`src/rtl/adc_sampler_pkg.sv`:
```
// Shared types and constants for the adc_sampler capture front end.
// Holds the DRP read FSM states, sample widths and the 12-bit saturation helper.
package adc_sampler_pkg;

    localparam int SAMPLE_W = 12;
    localparam int PCM_W    = 8;
    localparam int DC_ACC_W = 20;

    typedef enum logic [1:0] {
        IDLE = 2'd0,
        REQ  = 2'd1,
        WAIT = 2'd2
    } state_t;

    // Clamp a one-bit-wider signed value into the signed SAMPLE_W range.
    // Overflow shows up as the two top bits disagreeing.
    function automatic logic [SAMPLE_W-1:0] sat_sample(
        input logic [SAMPLE_W:0] v
    );
        if (v[SAMPLE_W] == v[SAMPLE_W-1]) begin
            return v[SAMPLE_W-1:0];
        end
        return v[SAMPLE_W] ? {1'b1, {(SAMPLE_W-1){1'b0}}}
                           : {1'b0, {(SAMPLE_W-1){1'b1}}};
    endfunction

endpackage

```
`src/rtl/dc_blocker.sv`:
```
// DC-blocking high-pass stage: y = sat(x - acc[19:8]), acc += x - dc.
// Ports: clk, rst_n (async, active-low), in_valid/x in, out_valid/y out (one register stage).
module dc_blocker
    import adc_sampler_pkg::*;
(
    input  logic                clk,
    input  logic                rst_n,
    input  logic                in_valid,
    input  logic [SAMPLE_W-1:0] x,
    output logic                out_valid,
    output logic [SAMPLE_W-1:0] y
);

    logic [DC_ACC_W-1:0] acc;
    logic [SAMPLE_W-1:0] dc;
    logic [SAMPLE_W:0]   diff;
    logic [DC_ACC_W-1:0] diff_ext;

    // The running DC estimate is the accumulator scaled down by 256.
    assign dc       = acc[DC_ACC_W-1 -: SAMPLE_W];
    assign diff     = {x[SAMPLE_W-1], x} - {dc[SAMPLE_W-1], dc};
    assign diff_ext = {{(DC_ACC_W-SAMPLE_W-1){diff[SAMPLE_W]}}, diff};

    always_ff @(posedge clk or negedge rst_n) begin
        if (!rst_n) begin
            acc       <= '0;
            y         <= '0;
            out_valid <= 1'b0;
        end else begin
            out_valid <= in_valid;
            if (in_valid) begin
                y   <= sat_sample(diff);
                acc <= acc + diff_ext;
            end
        end
    end

endmodule

```
`src/rtl/adc_sampler.sv`:
```
// 48 kHz XADC capture: paces DRP reads from a free-running counter, converts to signed PCM.
// Ports: clk_in, rst_in_n, enable_in, drp_* handshake, sample_wide_out/sample_out/sample_valid_out,
// timeout_out (sticky), drop_count_out (saturating). Option macro: ADC_SAMPLER_DCBLOCK_EN.
module adc_sampler
    import adc_sampler_pkg::*;
#(
    parameter int unsigned SAMPLE_COUNT = 2082,
    parameter logic [6:0]  DRP_ADDR     = 7'h13,
    parameter int unsigned TIMEOUT      = 64
) (
    input  logic                clk_in,
    input  logic                rst_in_n,
    input  logic                enable_in,
    output logic                drp_den_out,
    output logic [6:0]          drp_daddr_out,
    input  logic [15:0]         drp_do_in,
    input  logic                drp_drdy_in,
    output logic [SAMPLE_W-1:0] sample_wide_out,
    output logic [PCM_W-1:0]    sample_out,
    output logic                sample_valid_out,
    output logic                timeout_out,
    output logic [7:0]          drop_count_out
);

    localparam int CNT_W  = (SAMPLE_COUNT > 0) ? $clog2(SAMPLE_COUNT + 1) : 1;
    localparam int WAIT_W = (TIMEOUT > 1) ? $clog2(TIMEOUT + 1) : 1;
    localparam logic [CNT_W-1:0]  CNT_MAX  = CNT_W'(SAMPLE_COUNT);
    localparam logic [WAIT_W-1:0] WAIT_MAX = WAIT_W'(TIMEOUT - 1);

    state_t state_q;
    state_t state_d;

    logic [CNT_W-1:0]    tick_cnt;
    logic [WAIT_W-1:0]   wait_cnt;
    logic [SAMPLE_W-1:0] raw_q;
    logic                raw_vld_q;
    logic                timeout_q;
    logic [7:0]          drop_q;

    logic tick;
    logic accept;
    logic expire;
    logic drop;
    logic unused_lsb;

    assign tick   = (tick_cnt == CNT_MAX);
    assign accept = (state_q == WAIT) && drp_drdy_in;
    // Data arriving in the last allowed cycle still wins over the timeout.
    assign expire = (state_q == WAIT) && !drp_drdy_in && (wait_cnt == WAIT_MAX);
    assign drop   = tick && (state_q != IDLE);

    assign unused_lsb = ^drp_do_in[3:0];

    always_ff @(posedge clk_in or negedge rst_in_n) begin
        if (!rst_in_n) begin
            state_q <= IDLE;
        end else begin
            state_q <= state_d;
        end
    end

    always_comb begin
        state_d = state_q;
        unique case (state_q)
            IDLE:    if (tick && enable_in) state_d = REQ;
            REQ:     state_d = WAIT;
            WAIT:    if (accept || expire) state_d = IDLE;
            default: state_d = IDLE;
        endcase
    end

    always_comb begin
        drp_den_out = (state_q == REQ);
    end

    always_ff @(posedge clk_in or negedge rst_in_n) begin
        if (!rst_in_n) begin
            tick_cnt  <= '0;
            wait_cnt  <= '0;
            raw_q     <= '0;
            raw_vld_q <= 1'b0;
            timeout_q <= 1'b0;
            drop_q    <= '0;
        end else begin
            tick_cnt  <= tick ? '0 : tick_cnt + 1'b1;
            raw_vld_q <= accept;
            if (accept) begin
                // Offset binary to two's complement: flip the MSB.
                raw_q <= {~drp_do_in[15], drp_do_in[14:4]};
            end
            if (state_q == REQ) begin
                wait_cnt <= '0;
            end else if (state_q == WAIT) begin
                wait_cnt <= wait_cnt + 1'b1;
            end
            if (expire) begin
                timeout_q <= 1'b1;
            end
            if (drop && (drop_q != 8'hFF)) begin
                drop_q <= drop_q + 1'b1;
            end
        end
    end

`ifdef ADC_SAMPLER_DCBLOCK_EN
    dc_blocker u_dc_blocker (
        .clk       (clk_in),
        .rst_n     (rst_in_n),
        .in_valid  (raw_vld_q),
        .x         (raw_q),
        .out_valid (sample_valid_out),
        .y         (sample_wide_out)
    );
`else
    assign sample_wide_out  = raw_q;
    assign sample_valid_out = raw_vld_q;
`endif

    assign sample_out     = sample_wide_out[SAMPLE_W-1 -: PCM_W];
    assign drp_daddr_out  = DRP_ADDR;
    assign timeout_out    = timeout_q;
    assign drop_count_out = drop_q;

endmodule

```
`config.mk`:
```
export PLATFORM = sky130hd
export DESIGN_NAME = adc_sampler
export DESIGN_NICKNAME = d
export VERILOG_FILES = /design/src/rtl/adc_sampler_pkg.sv /design/src/rtl/dc_blocker.sv /design/src/rtl/adc_sampler.sv
export SDC_FILE = /design/constraint.sdc
export NUM_CORES = 1
export LEC_CHECK = 0
export CAP_MARGIN = 20
export CORE_UTILIZATION = 46
export CTS_CLUSTER_DIAMETER = 200
export CTS_CLUSTER_SIZE = 25
export DETAILED_ROUTE_END_ITERATION = 10
export GPL_TIMING_DRIVEN = 0
export PLACE_DENSITY = 0.81
export REMOVE_ABC_BUFFERS = 1
export SETUP_SLACK_MARGIN = 0.5
export SYNTH_ARGS = -nofsm -noshare
export SYNTH_HDL_FRONTEND = slang
export SYNTH_SLANG_ARGS = --single-unit
export TNS_END_PERCENT = 100
```
`constraint.sdc`:
```
create_clock -name clk_in -period 2.6 [get_ports clk_in]
set_clock_uncertainty 0.1 [all_clocks]
set_input_delay 0.65 -clock clk_in [delete_from_list [all_inputs] [get_ports clk_in]]
set_output_delay 0.65 -clock clk_in [all_outputs]
set_load 0.005 [all_outputs]
```
After elaboration in Yosys (flattened, before gate mapping)
Index checks and enable logic that the tools add are counted.

storage, ports and cells
  output and inout port bits = 38
  input bits = 20
  word-level logic and storage cells = 36
  register bits = 43

cells by class
  bitwise logic cells = 1
  reduce and logical (&&, ||, !) cells = 12
  eq/ne operators = 7
  add/subtract/negate cells = 3
  muxes and demuxes = 6

operators with widths
  kind                     count
  $mux W7                  2
  $add A12 B1 Y12 const B  1
  $eq A12 B12 Y1 const B   1
  $mux W12                 1
  $add A8 B1 Y8 const B    1
  $ne A8 B8 Y1 const B     1
  $add A7 B1 Y7 const B    1
  $eq A7 B6 Y1 const B     1
  $logic_and A1 B1 Y1      6
  $pmux W2 S3              1
  $mux W2                  2
  $reduce_bool A2 Y1       2
  $eq A2 B1 Y1 const B     1
  $eq A2 B2 Y1 const B     1
  $logic_not A2 Y1         1
  $ne A2 B1 Y1 const B     1
  $ne A2 B2 Y1 const B     1
  $reduce_and A2 Y1        1
  $logic_not A1 Y1         1
  $logic_or A1 B1 Y1       1
  $not A1 Y1               1

Longest topological paths before layout
Gate-level depths: netlist of the first run.

  depth after elaboration = 6
  gate-level depth with buffers = 7
  mapped depth without buffers = 6

Least setup slack after synthesis of the first run
OpenSTA, ideal clock, no wires.

  kind = flip-flop to flip-flop
  start point = register tick_cnt[0]
  end point = register drop_q[6], in the netlist drop_count_out[6]
  buffers on the path = 0
  data required time = 2.372 ns
  arrival = 1.557 ns
  clock period less this slack = 1.784 ns
  stages on the path, launching flop included = 7
  library setup time = 0.128 ns
  slack = 0.816 ns
  path through = dfrtp_1 > inv_1 > ha_1 > nor4b_4 > nand3_2 > nor4_2 > mux2_1

between the ends
  cells in the longest elaborated chain, start to end = 3

RTL lines
  item                      line                RTL
  start: declaration        adc_sampler.sv:33   logic [CNT_W-1:0] tick_cnt;
  start signal: assignment  adc_sampler.sv:85   tick_cnt <= tick ? '0 : tick_cnt + 1'b1;
  $eq A12 B12 Y1            adc_sampler.sv:46   assign tick = (tick_cnt == CNT_MAX);
  $logic_and A1 B1 Y1       adc_sampler.sv:50   assign drop = tick && (state_q != IDLE);
  $logic_and A1 B1 Y1       adc_sampler.sv:99   if (drop && (drop_q != 8'hFF)) begin
  end signal: assignment    adc_sampler.sv:100  drop_q <= drop_q + 1'b1;
  end: declaration          adc_sampler.sv:38   logic [7:0] drop_q;

Every way passes these cells.
A chain may end at the register's enable or synchronous reset.

Final worst setup path of the first run
  start point = register drop_q[3], in the netlist drop_count_out[3]
  end point = output port drop_count_out[3]

RTL lines
  item              line               RTL
  end: declaration  adc_sampler.sv:22  output logic [7:0] drop_count_out

No word-level cell between the ends.

==> results by group, run 1 <==
Status
  – Status: finished with violations
  – Violated checks: design-rule violations

Detailed routing
  – Post-route ant nets: 0
  – Vias: 1450
  – Number of DRC markers in iteration 0: 74
  – Top Layer Used: met4
  – WL final: 3900 um
  – Routed wl met3: 168 um
  – Routed vias/inst: 5.09
  – Drt first pass iters: 7
  – DR WL/cell: 13.7 um
  – DRT met1 WL: 1760 um
  – WL met2: 1900 um
  – Drt drc: 7

Critical path
  – Crit-path cells: clkdlybuf4s50_1
  – CP arrival: 1280 ps
  – CP endpoint kind: primary output
  – Setup Crit Path Kind: reg2out
  – CP peak stage delay: 540 ps
  – Crit-path max FO: 6
  – Cell family with most CP delay: buffers and inverters
  – Worst R2R Path Depth: 6
  – Reg2reg setup slack: 650 ps
  – Startpoint Class: flip-flop
  – Worst path depth: 1
  – Required @ worst endpoint: 1850 ps
  – Slowest-stage cell, CP: clkdlybuf4s50_1
  – Worst Path Buf+Inv: 1

Synth
  – Flops & latches, synth: 43
  – Mean Syn Cell Area: 11.4 um2
  – Cells after Synth: 189
  – Post-synthesis cell area: 2160 um2
  – Ys Warns: 0
  – Yosys cell types: 40
  – Post-synthesis sequential area ratio: 49.9%

Placed design
  – Port-buffer cells: 46
  – RePlAce Congestion: 0.872
  – Final HPWL DP: 2720 um

Clocking
  – CTS tree: done
  – Num CTS Buffers: 5
  – Clock Tree Buf Depth: 2
  – CTS Sinks: 43
  – Reg clk slew, reported paths: 80 ps
  – CTS root buf: clkbuf_8
  – H-Tree Depth: 2
  – Clock Latency Late Sink: 300 ps

Final layout
  – Final nets: 260
  – Antenna diodes: 0
  – Fill count: 362
  – Final core utilization: 61.3%
  – Area Growth Syn to Fin: 26.4%
  – Share of post-route cells with drive strength above 1: 16.3%

STA
  – Fmax: 492 MHz
  – Slew margin rel.: 63.7%
  – Setup-failing EPs final: 0
  – Final period util: 78.2%
  – Slew @ Worst Pin: 543 ps
  – Final hold vios: 0
  – Pins over their slew limit: 0
  – Sum Neg Setup Slack: 0 ps
  – Period minus WS final: 2030 ps
  – RSZ-0062 raised after global routing: no

Global route
  – Total GRT Usage: 17.4%
  – Vias in the first global route: 1433
  – Pin count of the biggest net entering global routing: 24
  – Total gr overflow: 0
  – Initial antenna violation count: 0
  – First-pass GRT wire length: 6630 um

Run
  – MaxCap Viol Count: 0

Power and ir drop
  – VDD IR max: 0.378 mV
  – PD cells: 433 nW/um2
  – Leakage: 1.23 nW

Die
  – Die span in y: 70.5 um
  – Initial Util: 48.5%
  – CORE AREA: 4440 um2
  – Row count: 24
  – Die area: 4960 um2
  – Die extent in x: 70.5 um
  – I/O pin cnt: 58

Hold path
  – HP Class: in2async
synth_stat cells (all sizes together):
library cell / number / area share (%)
o22ai: 3 / 0.87
nand2: 12 / 2.1
a21o: 1 / 0.35
a22oi: 1 / 0.35
dfrtp: 43 / 50
nand3: 12 / 3.0
xnor2: 11 / 4.5
mux2: 17 / 8.9
nor4b: 2 / 1.5
nand2b: 1 / 0.29
xor2: 6 / 2.4
nand3b: 1 / 0.35
ha: 8 / 4.6
and4bb: 1 / 0.58
conb: 2 / 0.35
nor3: 6 / 2.1
nor2: 9 / 1.6
nor4bb: 1 / 0.46
nor3b: 1 / 0.35
mux2i: 2 / 0.93
buf: 17 / 5.6
nor4: 2 / 1.2
a21oi: 3 / 0.70
clkbuf: 1 / 0.17
nand4b: 1 / 0.41
and4: 2 / 0.87
o21ai: 2 / 0.46
nand4: 6 / 1.7
and3: 3 / 0.87
inv: 9 / 1.6
and2: 1 / 0.29
nor2b: 2 / 0.58
metrics by stage:
stage	worst slack [ps]	total power [W]	hold WS, ps	instance area [um2]	instances
after global placement	-361	0.000720	340	2570	274
after global routing	506	0.00123	249	2730	285
final	566	0.00118	218	2730	285
after floorplan	816	0.000684	254	2050	176
after detailed placement	445	0.000724	386	2600	275
after CTS	537	0.00119	231	2720	285
path summary, 6_finish.rpt:
check | from | endpoint
max in group asynchronous | rst_in_n | sample_wide_out[0]
min in group clk_in | timeout_out | timeout_out
setup / recovery | drop_count_out[3] | drop_count_out[3]
setup reg to reg | tick_cnt[0] | drop_count_out[6]
hold / removal | rst_in_n | tick_cnt[6]
hold reg to reg | timeout_out | timeout_out
cell usage in the layout, fill, tap and decap left out, types with 6 or more instances in the layout:
cell / netlist / final
clkbuf_8: 0 / 7
clkdlybuf4s50_1: 0 / 44
conb_1: 2 / 7
dfrtp_1: 43 / 42
ha_1: 8 / 7
inv_1: 9 / 8
mux2_2: 16 / 16
nand2_1: 12 / 12
nand3_1: 11 / 11
nand4_1: 6 / 6
nor2_1: 9 / 9
xnor2_1: 11 / 11
xor2_1: 6 / 6
power by group:
part           internal (W)  leakage, nW   total, W  switching [W]
Sequential         0.000668        0.585   0.000668              0
Combinational     0.0000230        0.595  0.0000415      0.0000185
Clock              0.000243       0.0515   0.000470       0.000228
logic make-up (layout without fill, tap and decap cells):
logic type | after synthesis | after routing | share of synthesized area [%]
AOI/OAI and AO/OA | 10 | 10 | 2.73
xor gates and xnor gates | 17 | 17 | 6.91
adders and majority gates | 8 | 8 | 4.64
buffers and inverters | 27 | 66 | 7.37
DFF | 43 | 43 | 49.9
muxes | 19 | 19 | 9.81
other | 2 | 7 | 0.348
and+or+nand+nor | 63 | 63 | 18.3
flip-flops by register name, summed over array words and instances (netlist names):
| name | count |
|---|---|
| sample_valid_out | 1 |
| drop_count_out | 8 |
| tick_cnt | 12 |
| state_q | 2 |
| sample_wide_out | 12 |
| wait_cnt | 7 |
| timeout_out | 1 |
repair_timing:
item,in CTS,in global routing
hold buffers,0,0
setup endpoints to repair,1,1
pin swaps,0,0
buffers inserted,2,0
resized for setup,4,1
final cells by class:
cell class              count  area [um2]  share of cell area, %
repair buffers             49         497                   18.2
clock buffers               8         100                   3.67
inverters                   9        33.8                   1.24
well taps                  52        65.1                   2.39
flip-flops and latches     43        1080                   39.5
multi-input cells         124         952                   34.9
layer usage:
metal	vias to the layer above	track usage, %
met5	-	0
met4	0	8.39
met3	9	3.61
met2	35	26.9
met1	692	23.4
li1	714	-
(Power assumes the default switching activity.)
==> run 2, diff against run 1 <==
clock period = 2.1 ns   (was 2.6 ns; I/O delays follow)
==> results by group, run 2 (synthesized netlist as in run 1, its figures left out) <==
Status
  – Status: finished with violations
  – Violated checks: design-rule violations

Final layout
  – Area Growth Syn to Fin: 39.8%
  – Share of post-route cells with drive strength above 1: 30.2% (+14 points)
  – Commonest non-fill, non-tap cell in the layout: dfrtp_1
  – Design Area, Final: 3010 um2 (+11%)
  – Final core utilization: 67.8% (+6.5 points)
  – Area of the multi-input gates: 1040 um2 (+9.3%)
  – Post-Layout Cell Count: 314 (+10%)
  – FF+latch area: 1080 um2 (unchanged)
  – Most frequent cells in the layout: 42 x dfrtp_1, 26 x buf_4, 23 x clkdlybuf4s15_1
  – Fill count: 333 (-8.0%)
  – Antenna diodes: 0 (unchanged)
  – Final nets: 289 (+11%)

Clocking
  – CTS tree: done
  – Num CTS Buffers: 5 (unchanged)
  – Reg clk slew, reported paths: 80 ps (about the same)
  – CTS Sinks: 43 (unchanged)
  – CTS root buf: clkbuf_8
  – H-Tree Depth: 2 (unchanged)
  – Clock Tree Buf Depth: 2 (unchanged)
  – Clock Latency Late Sink: 300 ps (about the same)

Placed design
  – Port-buffer cells: 46 (unchanged)
  – Post-Place Cell Area: 2600 um2 (unchanged)
  – Placed Cells: 275 (unchanged)
  – RePlAce Congestion: 0.872 (unchanged)
  – Final HPWL DP: 2720 um (unchanged)

Global route
  – Vias in the first global route: 1583 (+10%)
  – GRT met1 Usage: 25.7% (+2.3 points)
  – GRT busiest layer: met2
  – GR Util met2: 31.8% (+5.0 points)
  – Met3 Track Usage GR: 3.75% (+0.14 points)
  – Initial antenna violation count: 0 (unchanged)
  – Total gr overflow: 0 (unchanged)
  – Pin count of the biggest net entering global routing: 24 (unchanged)
  – First-pass GRT wire length: 7470 um (+13%)
  – Total GRT Usage: 19.7% (+2.3 points)

Critical path
  – CP arrival: 1940 ps (+660 ps)
  – Crit-path cells: inv_1 > ha_2 > nor4b_4 > nand4_1 > a22oi_2 > mux2_4
  – Required @ worst endpoint: 2190 ps (+340 ps)
  – CP endpoint kind: flip-flop
  – CP peak stage delay: 390 ps (-150 ps)
  – Startpoint Class: flip-flop
  – Crit-path max FO: 2 (-4)
  – Setup Crit Path Kind: reg2reg
  – Slowest-stage cell, CP: dfrtp_1

Power and ir drop
  – VDD IR max: 0.478 mV (+26%)
  – PD cells: 487 nW/um2 (+13%)
  – Leakage: 1.48 nW (+20%)

Detailed routing
  – Number of DRC markers in iteration 0: 90 (+22%)
  – Drt drc: 7 (unchanged)
  – WL final: 4660 um (+19%)
  – DR WL/cell: 14.8 um (+8.4%)
  – Post-route ant nets: 0 (unchanged)
  – Routed vias/inst: 5.17 (+1.7%)
  – Drt first pass iters: 9 (+2)
  – Vias: 1624 (+12%)

STA
  – Pins over their slew limit: 0 (unchanged)
  – Slew @ Worst Pin: 531 ps (-11.9 ps)
  – Final hold vios: 0 (unchanged)
  – Period minus WS final: 1850 ps
  – Final period util: 87.9%
  – Setup-failing EPs final: 0 (unchanged)
  – Fmax: 542 MHz
  – Slew margin rel.: 64.6% (+0.88 points)
  – RSZ-0062 raised after global routing: yes

Die
  – Row count: 24 (unchanged)
  – Die span in y: 70.5 um (unchanged)
  – CORE AREA: 4440 um2 (unchanged)
  – Die area: 4960 um2 (unchanged)
  – Initial Util: 48.5% (unchanged)
  – Die extent in x: 70.5 um (unchanged)
  – I/O pin cnt: 58 (unchanged)

Hold path
  – HP Class: in2async

Run
  – MaxCap Viol Count: 0 (unchanged)
[run 2: worst max-delay path, delay by kind of cell, from the launching register on]
family	cells	cell delay [ps]
simple gates	2	430
flops	1	390
mux	1	320
compound gates	1	270
fa+ha+maj	1	170
buf+inv	1	60
[run 2: report_power, final]
part	switching (W)	internal (W)	total, W
clock network	0.000288	0.000300	0.000589
logic	0.0000241	0.0000287	0.0000528
registers	0	0.000827	0.000827
[run 2: worst paths after layout]
path / start / to / slack [ps] / cells past startpoint
hold reg to reg: sample_wide_out[1] / sample_wide_out[1] / 400 / 1
min in group clk_in: sample_wide_out[1] / sample_wide_out[1] / 400 / 1
max in group asynchronous: rst_in_n / tick_cnt[2] / 1320 / 2
hold / removal: rst_in_n / tick_cnt[5] / 90 / 1
setup reg to reg: tick_cnt[0] / state_q[0] / 250 / 6
setup / recovery: tick_cnt[0] / state_q[0] / 250 / 6
[run 2: per-layer routing]
layer,share of wire [%],routed length (um)
met1,43,2000
met2,52,2410
met3,3.8,177
met4,1.5,72
met5,0,0
[run 2: area by class of cell]
| class | count | share of cell area [%] |
|---|---|---|
| clock buffer | 8 | 3.32 |
| inverter | 9 | 1.12 |
| multi-input combinational | 125 | 34.6 |
| tap | 52 | 2.16 |
| sequential | 43 | 35.8 |
| timing repair buffer | 77 | 23.1 |
[run 2: stage by stage]
stage	setup WS [ps]	hold slack (ps)	total power, W	TNS [ps]
4_1_cts	310	105	0.00148	0
2_1_floorplan	316	129	0.000847	0
5_1_grt	137	129	0.00152	0
3_5_place_dp	69.9	386	0.000897	0
3_3_place_gp	-736	340	0.000891	-31580
6_report	254	92.8	0.00147	0
[run 2: what timing repair did]
item                                   CTS  global route
hold buffers                             0             0
resized for setup                       52            33
pin swaps                               10             9
setup endpoints to repair               56            54
setup buffers                           21             9
cloned                                   0             1
endpoints found under the hold margin    0             0
==> run 3, diff against run 2 <==
SLEW_MARGIN = 20   (was default)
==> results of run 3 <==
No change in the layout: final DEF, timing and power equal those of run 2.
